### src/rtl/restoring_divider_pkg.sv
// restoring_divider_pkg
//   Shared definitions for the restoring divider slice: the controller state
//   encoding (2-bit) and the default operand width.
//   Imported by restoring_divider and its interface.
package restoring_divider_pkg;

    localparam int DIV_WIDTH_DEFAULT = 32;

    typedef enum logic [1:0] {
        DIV_IDLE = 2'd0,
        DIV_RUN  = 2'd1,
        DIV_FIX  = 2'd2,
        DIV_DONE = 2'd3
    } div_state_t;

endpackage

### src/rtl/restoring_divider_if.sv
// restoring_divider_if
//   Request/result bundle between the ALU (master) and the divider (slave).
//   master drives : start, is_signed, dividend, divisor
//   slave drives  : busy, done, quotient, remainder, div_by_zero
interface restoring_divider_if
    import restoring_divider_pkg::*;
#(
    parameter int WIDTH = DIV_WIDTH_DEFAULT
);
    logic             start;
    logic             is_signed;
    logic [WIDTH-1:0] dividend;
    logic [WIDTH-1:0] divisor;
    logic             busy;
    logic             done;
    logic [WIDTH-1:0] quotient;
    logic [WIDTH-1:0] remainder;
    logic             div_by_zero;

    modport master (
        output start, is_signed, dividend, divisor,
        input  busy, done, quotient, remainder, div_by_zero
    );

    modport slave (
        input  start, is_signed, dividend, divisor,
        output busy, done, quotient, remainder, div_by_zero
    );
endinterface

### src/rtl/restoring_divider_adder.sv
// restoring_divider_adder
//   Plain n-bit ripple-carry adder: o_sum = i_a + i_b + i_c_in.
//   The divider drives i_b with an inverted operand and i_c_in = 1 to subtract;
//   o_c_out = 1 then means "no borrow".
//   Ports: i_a, i_b (n bits), i_c_in -> o_sum (n bits), o_c_out.
module restoring_divider_adder #(
    parameter int n = 33
) (
    input  logic [n-1:0] i_a,
    input  logic [n-1:0] i_b,
    input  logic         i_c_in,
    output logic [n-1:0] o_sum,
    output logic         o_c_out
);
    logic [n:0] w_carry;

    assign w_carry[0] = i_c_in;

    generate
        for (genvar gi = 0; gi < n; gi++) begin : g_bit
            assign o_sum[gi]       = i_a[gi] ^ i_b[gi] ^ w_carry[gi];
            assign w_carry[gi + 1] = (i_a[gi] & i_b[gi]) | (w_carry[gi] & (i_a[gi] ^ i_b[gi]));
        end
    endgenerate

    assign o_c_out = w_carry[n];
endmodule

### src/rtl/restoring_divider.sv
// restoring_divider
//   Multi-cycle shift-and-subtract integer divider for DIV/DIVU/REM/REMU.
//   One quotient bit per cycle; the single ripple adder is the only arithmetic
//   element in the iteration path.
//   Ports: clk, reset_n (synchronous, active-low),
//          bus (restoring_divider_if.slave): start, is_signed, dividend,
//          divisor in; busy, done, quotient, remainder, div_by_zero out.
//   Optional feature macro: SIGNED_DIV_EN (two's-complement operands with a
//   FIX cycle for sign correction). Undefined: is_signed is ignored.
module restoring_divider
    import restoring_divider_pkg::*;
#(
    parameter int WIDTH = DIV_WIDTH_DEFAULT
) (
    input  logic                 clk,
    input  logic                 reset_n,
    restoring_divider_if.slave   bus
);
    localparam int CW = $clog2(WIDTH);

    div_state_t       r_state, w_state_next;
    logic [WIDTH-1:0] r_rem;          // partial remainder; always < divisor, so WIDTH bits suffice
    logic [WIDTH-1:0] r_q;            // dividend shifting out / quotient shifting in
    logic [WIDTH-1:0] r_divisor;
    logic [CW-1:0]    r_count;
    logic             r_busy, r_done, r_div_by_zero;
    logic [WIDTH-1:0] r_quotient, r_remainder;

    logic [WIDTH:0]   w_shifted;
    logic [WIDTH:0]   w_add_a, w_add_b, w_sum;
    logic             w_c_out;
    logic [WIDTH-1:0] w_rem_next, w_q_next;
    logic             w_div_zero;
    logic             w_unused;

`ifdef SIGNED_DIV_EN
    logic r_q_neg, r_r_neg;
    logic w_dvd_neg, w_dvs_neg;

    function automatic logic [WIDTH-1:0] f_neg(input logic [WIDTH-1:0] x);
        return ~x + WIDTH'(1);
    endfunction

    assign w_dvd_neg = bus.is_signed & bus.dividend[WIDTH-1];
    assign w_dvs_neg = bus.is_signed & bus.divisor[WIDTH-1];
    assign w_unused  = w_sum[WIDTH];
`else
    assign w_unused  = w_sum[WIDTH] ^ bus.is_signed;
`endif

    assign w_div_zero = (bus.divisor == '0);
    assign w_shifted  = {r_rem, r_q[WIDTH-1]};

    // In FIX the adder computes 0 - quotient; otherwise it is the trial subtract.
    always_comb begin
        if (r_state == DIV_FIX) begin
            w_add_a = '0;
            w_add_b = ~{1'b0, r_q};
        end else begin
            w_add_a = w_shifted;
            w_add_b = ~{1'b0, r_divisor};
        end
    end

    restoring_divider_adder #(.n(WIDTH + 1)) u_adder (
        .i_a     (w_add_a),
        .i_b     (w_add_b),
        .i_c_in  (1'b1),
        .o_sum   (w_sum),
        .o_c_out (w_c_out)
    );

    // On borrow the shifted value is < divisor, so its top bit is zero.
    assign w_rem_next = w_c_out ? w_sum[WIDTH-1:0] : w_shifted[WIDTH-1:0];
    assign w_q_next   = {r_q[WIDTH-2:0], w_c_out};

    always_comb begin
        w_state_next = r_state;
        case (r_state)
            DIV_IDLE: if (bus.start) w_state_next = w_div_zero ? DIV_DONE : DIV_RUN;
`ifdef SIGNED_DIV_EN
            DIV_RUN:  if (r_count == '0) w_state_next = DIV_FIX;
`else
            DIV_RUN:  if (r_count == '0) w_state_next = DIV_DONE;
`endif
            DIV_FIX:  w_state_next = DIV_DONE;
            DIV_DONE: w_state_next = DIV_IDLE;
            default:  w_state_next = DIV_IDLE;
        endcase
    end

    always_ff @(posedge clk) begin
        if (!reset_n) begin
            r_state       <= DIV_IDLE;
            r_rem         <= '0;
            r_q           <= '0;
            r_divisor     <= '0;
            r_count       <= '0;
            r_busy        <= 1'b0;
            r_done        <= 1'b0;
            r_div_by_zero <= 1'b0;
            r_quotient    <= '0;
            r_remainder   <= '0;
`ifdef SIGNED_DIV_EN
            r_q_neg       <= 1'b0;
            r_r_neg       <= 1'b0;
`endif
        end else begin
            r_state <= w_state_next;
            r_busy  <= (w_state_next == DIV_RUN);
            r_done  <= (w_state_next == DIV_DONE);
            case (r_state)
                DIV_IDLE: begin
                    if (bus.start) begin
                        r_rem         <= '0;
                        r_count       <= CW'(WIDTH - 1);
                        r_div_by_zero <= w_div_zero;
`ifdef SIGNED_DIV_EN
                        r_q       <= w_dvd_neg ? f_neg(bus.dividend) : bus.dividend;
                        r_divisor <= w_dvs_neg ? f_neg(bus.divisor) : bus.divisor;
                        r_q_neg   <= w_dvd_neg ^ w_dvs_neg;
                        r_r_neg   <= w_dvd_neg;
`else
                        r_q       <= bus.dividend;
                        r_divisor <= bus.divisor;
`endif
                        // Divide by zero goes straight to DONE with the raw dividend.
                        if (w_div_zero) begin
                            r_quotient  <= '1;
                            r_remainder <= bus.dividend;
                        end
                    end
                end
                DIV_RUN: begin
                    r_rem   <= w_rem_next;
                    r_q     <= w_q_next;
                    r_count <= r_count - CW'(1);
`ifndef SIGNED_DIV_EN
                    if (r_count == '0) begin
                        r_quotient  <= w_q_next;
                        r_remainder <= w_rem_next;
                    end
`endif
                end
`ifdef SIGNED_DIV_EN
                DIV_FIX: begin
                    r_quotient  <= r_q_neg ? w_sum[WIDTH-1:0] : r_q;
                    r_remainder <= r_r_neg ? f_neg(r_rem) : r_rem;
                end
`endif
                default: ;
            endcase
        end
    end

    assign bus.busy        = r_busy;
    assign bus.done        = r_done;
    assign bus.quotient    = r_quotient;
    assign bus.remainder   = r_remainder;
    assign bus.div_by_zero = r_div_by_zero;
endmodule

### src/flat_wrapper.sv
// flat-port wrapper written by rule: the top's interface ports become plain ports
module restoring_divider_flat import restoring_divider_pkg::*;
#(
    parameter int WIDTH = DIV_WIDTH_DEFAULT
)
  (clk, reset_n, bus_start, bus_is_signed, bus_dividend, bus_divisor, bus_busy, bus_done, bus_quotient, bus_remainder, bus_div_by_zero);
  restoring_divider_if #(.WIDTH(WIDTH)) bus_i ();
  input  logic clk;
  input  logic reset_n;
  input wire logic [$bits(bus_i.start)-1:0] bus_start;
  input wire logic [$bits(bus_i.is_signed)-1:0] bus_is_signed;
  input wire logic [$bits(bus_i.dividend)-1:0] bus_dividend;
  input wire logic [$bits(bus_i.divisor)-1:0] bus_divisor;
  output wire logic [$bits(bus_i.busy)-1:0] bus_busy;
  output wire logic [$bits(bus_i.done)-1:0] bus_done;
  output wire logic [$bits(bus_i.quotient)-1:0] bus_quotient;
  output wire logic [$bits(bus_i.remainder)-1:0] bus_remainder;
  output wire logic [$bits(bus_i.div_by_zero)-1:0] bus_div_by_zero;
  assign bus_i.start = bus_start;
  assign bus_i.is_signed = bus_is_signed;
  assign bus_i.dividend = bus_dividend;
  assign bus_i.divisor = bus_divisor;
  assign bus_busy = bus_i.busy;
  assign bus_done = bus_i.done;
  assign bus_quotient = bus_i.quotient;
  assign bus_remainder = bus_i.remainder;
  assign bus_div_by_zero = bus_i.div_by_zero;
  restoring_divider #(.WIDTH(WIDTH)) u_core (.clk(clk), .reset_n(reset_n), .bus(bus_i));
endmodule
### config.mk
export PLATFORM = sky130hd
export DESIGN_NAME = restoring_divider_flat
export DESIGN_NICKNAME = d
export VERILOG_FILES = /design/src/rtl/restoring_divider_pkg.sv /design/src/rtl/restoring_divider_if.sv /design/src/rtl/restoring_divider_adder.sv /design/src/rtl/restoring_divider.sv /design/src/flat_wrapper.sv
export SDC_FILE = /design/constraint.sdc
export NUM_CORES = 1
export LEC_CHECK = 0
export ABC_AREA = 1
export CAP_MARGIN = 20
export CELL_PAD_IN_SITES_DETAIL_PLACEMENT = 1
export CELL_PAD_IN_SITES_GLOBAL_PLACEMENT = 1
export CORE_ASPECT_RATIO = 1.75
export CORE_UTILIZATION = 42
export CTS_CLUSTER_DIAMETER = 150
export DETAILED_ROUTE_END_ITERATION = 8
export PLACE_DENSITY_LB_ADDON = 0.1
export SLEW_MARGIN = 30
export SYNTH_ARGS = -nofsm -noshare
export SYNTH_HDL_FRONTEND = slang
export SYNTH_SLANG_ARGS = --single-unit
### constraint.sdc
create_clock -name clk -period 24.1 [get_ports clk]
set_input_delay 7.23 -clock clk [delete_from_list [all_inputs] [get_ports clk]]
set_output_delay 7.23 -clock clk [all_outputs]
set_load 0.01 [all_outputs]
---- Yosys cells after proc, flatten, opt, wreduce, memory -nomap -nowiden ----
Index checks and enable logic that the tools add are counted.
cells by class
  div/mod/pow operators ................... 0
  shifts and indexed selects .............. 0
  reductions and logical operators ........ 7
  multipliers ............................. 0
  $add $sub $neg .......................... 1
  eq/ne operators ......................... 8
  multiplexer cells ....................... 21
  magnitude comparators ................... 0
  bitwise operators ....................... 165
operators by type and width
  kind                   number
  $mux W32               9
  $pmux W32 S2           4
  $mux W33               2
  $not A32 Y33           2
  $and A1 B1 Y1          65
  $xor A1 B1 Y1          64
  $or A1 B1 Y1           33
  $logic_not A32 Y1      1
  $pmux W5 S2            1
  $pmux W2 S4            1
  $eq A2 B2 Y1 const B   3
  $mux W2                3
  $logic_not A5 Y1       1
  $mux W5                1
  $sub A5 B1 Y5 const B  1
  $eq A2 B1 Y1 const B   2
  $ne A2 B1 Y1 const B   2
  $reduce_and A2 Y1      2
  $reduce_and A4 Y1      1
  $logic_not A2 Y1       1
  $ne A2 B2 Y1 const B   1
  $reduce_bool A2 Y1     1
  $not A1 Y1             1
storage, ports and cells
  logic and storage cells ................. 212
  bits in writable memories ............... 0
  bits of input ports ..................... 68
  register bits after elaboration ......... 170
  output and inout port bits .............. 67
  bits in latches ......................... 0
  memories kept ........................... 0
  ROM bits ................................ 0

---- Longest topological paths before layout ----
  depth after elaboration ................. 71
  mapped depth ............................ 50
  depth with buffers taken out ............ 47

---- By module ----
Synthesis repeated with hierarchy kept, for this count alone.
second synthesis, totals
  cell total of the unflattened synthesis .. 1230
  area total of the unflattened synthesis .. 8648.3 µm²
modules (own cells, without submodules)
  module                   instances  area each (µm²)  cells each  seq. area each (µm²)
  restoring_divider        1          7950.1           1187        3403.3
  restoring_divider_adder  1          698.2            43          0.0

---- Least setup slack after synthesis ----
Ideal clock, no wire load.
  path type ............................... register -> register
  start ................................... register u_core.r_state[0]
  end ..................................... register u_core.r_remainder[27], in the netlist u_core.bus.remainder[27]
  clock period less this slack ............ 13.600 ns
  stages on the path, launching flop included .. 50
  data required time ...................... 23.985 ns
  buffers on the path ..................... 3
  path slack .............................. 10.500 ns
  library setup time ...................... 0.115 ns
  arrival time ............................ 13.485 ns
  cell sequence ........................... dfxtp_1 > inv_1 > ha_1 > buf_4 > inv_2 > clkbuf_1 > nand2_1 > ha_1 > fa_1 > fa_1 > fa_1 > fa_1 > fa_1 > fa_1 > fa_1 > fa_1 > fa_1 > fa_1 > [... 14 more ...] > fa_1 > fa_1 > fa_1 > fa_1 > inv_1 > fa_1 > fa_1 > inv_1 > fa_1 > nand2_1 > nor2_2 > buf_4 > nand2_1 > nand2_1 > nor2_1 > nand3_1 > nand2_1 > nor2_1
between the ends
  word-level cells in the longest chain between the ends .. 71
  elaborated cells between the ends (all ways) .. 145
  those cells by class .................... 5 x eq/ne; 5 x mux; 132 x bitwise; 3 x reduce/logical
RTL lines
  what                                                   line                           source
  from (decl)                                            restoring_divider.sv:21        div_state_t r_state, w_state_next;
  from (signal assigned)                                 restoring_divider.sv:109       r_state <= w_state_next;
  $eq A2 B2 Y1                                           restoring_divider.sv:56        if (r_state == DIV_FIX) begin
  $mux W33                                               restoring_divider.sv:56
  $and A1 B1 Y1 / $xor A1 B1 Y1 (equally long branches)  restoring_divider_adder.sv:22  assign w_carry[gi + 1] = (i_a[gi] & i_b[gi]) | (w_carry[gi] & (i_a[gi] ^ i_b[gi]));
  $or A1 B1 Y1                                           restoring_divider_adder.sv:22
  $and A1 B1 Y1                                          restoring_divider_adder.sv:22
  $or A1 B1 Y1                                           restoring_divider_adder.sv:22
  $and A1 B1 Y1                                          restoring_divider_adder.sv:22
  $or A1 B1 Y1                                           restoring_divider_adder.sv:22
  [... 55 more ...]                                      n/a
  $or A1 B1 Y1                                           restoring_divider_adder.sv:22
  $and A1 B1 Y1                                          restoring_divider_adder.sv:22
  $or A1 B1 Y1                                           restoring_divider_adder.sv:22
  $and A1 B1 Y1                                          restoring_divider_adder.sv:22
  $or A1 B1 Y1                                           restoring_divider_adder.sv:22
  $mux W32                                               restoring_divider.sv:74        assign w_rem_next = w_c_out ? w_sum[WIDTH-1:0] : w_shifted[WIDTH-1:0];
  $mux W32                                               restoring_divider.sv:139       if (r_count == '0) begin
  $pmux W32 S2                                           restoring_divider.sv:112       case (r_state)
  to (signal assigned)                                   restoring_divider.sv:130       r_remainder <= bus.dividend;
  to (signal assigned)                                   restoring_divider.sv:141       r_remainder <= w_rem_next;
  to (decl)                                              restoring_divider.sv:27        logic [WIDTH-1:0] r_quotient, r_remainder;
Parallel ways exist; a longest one is shown, timed or not. The select of a mux whose other input is x is not followed.
A chain may end at the register's enable or synchronous reset.

---- Final worst setup path ----
  start ................................... register u_core.r_state[0]
  end ..................................... register u_core.r_remainder[7], in the netlist u_core.bus.remainder[7]
The elaborated chain is that of the path after synthesis.

==> summary.md <==
| Metric | Value |
|---|---|
| Floorplan core area | `0.02085 mm^2` |
| Vias per Instance | `5.280` |
| CTS resizes | `0` |
| Kind of capture point of the worst setup path | `register` |
| Number of max-cap violations | `0` |
| Number of antenna violations at the first check in global routing | `0` |
| Top FF cell, synth | `dfxtp_1` |
| Critical-path cell with the highest stage delay | `fa_1` |
| Endpoint arrival time on the critical path | `15.85 ns` |
| Avg WL per Cell | `16.09 um` |
| Fin crit period | `15.52 ns` |
| Filler cell count | `2666` |
| Weighted congestion at the end of routability-driven global placement | `0.8215` |
| Least-Margin Pin Slew | `0.9217 ns` |
| Antenna Violating Nets Remaining | `0` |
| Sequential share of the synthesized area | `38.25%` |
| Cell count of the worst reg-to-reg path | `49` |
| Chip Width | `112.0 um` |
| Status | `finished with violations` |
| Overall Global Routing Usage | `24.69%` |
| First-iteration detailed-routing DRC count | `575` |
| Initial Util | `42.69%` |
| Area added between synthesis and finish | `21.25%` |
| Multi-input gate area | `0.004736 mm^2` |
| Sum Neg Setup Slack | `0 ns` |
| Placed wire-length estimate | `16.93 mm` |
| Final global-route overflow total | `0` |
| Standby leakage power | `4.829 nW` |
| Clock Skew | `0.009661 ns` |
| Critical Path Source Type | `register` |
| Most area-hungry cell type in the Yosys netlist | `dfxtp_1` |
| Number of synthesis warnings | `0` |
| Hold wc startpoint | `u_core.bus.remainder[26]` |
| CTS root buf | `clkbuf_16` |
| DRC violations left | `13` |
| Endpoint of the worst hold-timing path | `u_core.bus.remainder[26]` |
| Ports | `135` |
| Clk_lat worst skew | `0.44 ns` |
| Sequential Area | `0.003403 mm^2` |
| Number of global-route vias before repair | `8302` |
| Number of antenna cells inserted | `0` |
| Detailed-route wire length | `25.94 mm` |
| Fraction of post-synthesis cell area in the top cell type by area | `38.25%` |
| Cells after synthesis | `1282` |
| RSZ-0062 raised after global routing | `no` |
| Top delay family on crit path | `adder cells` |
| Cell Rows | `70` |
| R2R setup slack | `8.58 ns` |
| Remaining max-slew budget at the tightest pin | `38.56%` |
| Number of pins exceeding their max-slew limit in the final report | `0` |
| Max Buffers Root-to-Sink | `2` |
| TritonCTS clock tree | `built` |
| Max IR drop VDD | `0.00003708 V` |
| Register bit count reported by yosys | `170` |
| Leading cell type by number of instances after synthesis | `nand2_1` |
| Crit path buf inv count | `7` |
| Maximum fanout count along the critical path | `59` |
| Final-report setup violation count | `0` |
| Number of distinct library cell variants in the gate-level netlist after synthesis | `27` |
| Worst Hold Margin | `0.4785 ns` |
| Endpoint of the worst-slack reg-to-reg timing path | `u_core.bus.remainder[7]` |
| Setup CP Type | `reg2reg` |
| Post-synth design cell area | `0.008899 mm^2` |
| Top cells by area, synth | `dfxtp_1 38%, nand2_1 13%, nor2_1 9.3%` |
| Commonest cells post-synth | `305 x nand2_1, 221 x nor2_1, 170 x dfxtp_1, 130 x a21oi_1, 96 x nand3_1` |
| CTS clk-pin slew, worst paths | `0.07 ns` |
| Total iterations of the first detailed-routing run | `7` |
| Class of the tightest hold or removal check | `reg2reg` |
| Vias post-DR | `8512` |
| Pwr dens | `84.69 mW/mm^2` |
| Worst hold stages | `2` |
| FF-to-FF Start | `u_core.r_state[0]` |
| Count of input and output buffers | `133` |
| Worst Path Required | `24.43 ns` |
| Final number of hold-violating endpoints | `0` |
| Number of flops mapped to enable cells by yosys | `0` |
| Timing-limited maximum frequency | `0.06442 GHz` |
| Die H | `194.6 um` |
| Number of buffers added for setup after CTS | `0` |
| Post-layout net count | `1451` |
| Share of synthesized flip-flops with an asynchronous set or reset | `0%` |
| Syn Area/Cell | `6.941 um^2` |
| Fraction of the cycle the final worst path needs | `64.41%` |
| Total clock sinks | `170` |
| Number of H-tree levels | `4` |
| Violations in the final reports | `DRC` |
| Max stage delay on crit path | `0.43 ns` |
| Num CTS Buffers | `17` |
| Most used cell, CP | `fa_1` |
| Syn Nets | `1386` |
| Hold buffer count at cts | `0` |
| Share of post-route cells with drive strength above 1 | `3.897%` |
| Largest net degree at the start of global routing | `110` |
| Wire length of the first global-routing pass | `43.19 mm` |
| Die outline area | `0.02180 mm^2` |
metal layers:
metal,up-vias,wire length [um],global-route usage [%]
met5,-,0,0
met4,0,326,7.012
met3,22,758,2.775
met2,160,12540,41.32
met1,4081,12310,33.46
li1,4249,-,-
state kept, by name, indices dropped and copies added (netlist names):
register / count
u_core.bus.busy: 1
u_core.bus.div_by_zero: 1
u_core.bus.done: 1
u_core.bus.quotient: 32
u_core.bus.remainder: 32
u_core.r_count: 5
u_core.r_divisor: 32
u_core.r_q: 32
u_core.r_rem: 32
u_core.r_state: 2
tightest hold or removal path, stage by stage (launching register included):
cell     delay (ns)
dfxtp_1        0.33
a21oi_1        0.04
nor2_1         0.08
how the worst max path moves through the flow:
stage / startpoint / to / slack (ns) / cells past startpoint
3_5_place_dp: u_core.r_state[0] / u_core.bus.remainder[7] / 8.75 / 49
5_1_grt: u_core.r_state[0] / u_core.bus.remainder[7] / 8.00 / 49
6_report: u_core.r_state[0] / u_core.bus.remainder[7] / 8.58 / 49
2_1_floorplan: u_core.r_state[0] / u_core.bus.remainder[27] / 10.50 / 49
4_1_cts: u_core.r_state[0] / u_core.bus.remainder[7] / 8.58 / 49
3_3_place_gp: u_core.r_state[0] / u_core.bus.remainder[7] / 8.93 / 49
final cells by class:
cell class	instances	share of cell area, %
well taps	252	2.922
clock inverters	12	1.276
clock buffers	20	4.233
multi-input cells	933	43.89
flip-flops and latches	170	31.54
repair buffers	143	13.27
inverters	82	2.864
report_power, final:
part | internal (mW) | leakage (nW) | switching, mW
Combinational | 0.116 | 3.14 | 0.171
Clock | 0.160 | 0.293 | 0.121
Sequential | 0.318 | 1.40 | 0.0283
layout by cell type (no fill, tap or decap), types with 2 or more instances in the layout:
master / n
nand2_1: 305
nor2_1: 221
dfxtp_1: 170
clkdlybuf4s50_1: 132
a21oi_1: 130
nand3_1: 96
inv_1: 77
o21ai_0: 56
o211ai_1: 33
fa_1: 31
nand3b_1: 30
clkbuf_16: 17
o21ai_1: 11
buf_4: 8
inv_2: 4
clkinv_2: 4
a31oi_1: 4
ha_1: 4
inv_6: 3
mux2i_1: 2
o21ai_4: 2
nor3_1: 2
bufinv_16: 2
clkinv_4: 2
clkbuf_8: 2
buf_6: 2
through the flow:
stage / instances / total power [mW] / util (%) / cell area (um^2) / setup slack (ns)
floorplan: 1282 / 0.5441 / - / 8899 / 10.50
detailed placement: 1579 / 0.6357 / 48.74 / 10160 / 8.755
global route: 1612 / 0.9715 / 51.76 / 10790 / 7.999
global placement: 1579 / 0.6231 / 48.74 / 10160 / 8.931
finish: 1612 / 0.9137 / 51.76 / 10790 / 8.577
CTS: 1611 / 0.9198 / 51.59 / 10750 / 8.579
cell families after synthesis:
family / after synthesis / synth area share (%)
buffers and inverters: 179 / 8.746
flip-flops: 170 / 38.25
XOR/XNOR: 1 / 0.09844
AO/OA/AOI/OAI: 238 / 14.64
AND/OR/NAND/NOR: 656 / 30.37
multiplexers: 2 / 0.2250
adder cells (fa/ha/maj): 36 / 7.677
No activity file was read; power rests on OpenSTA's default activity.
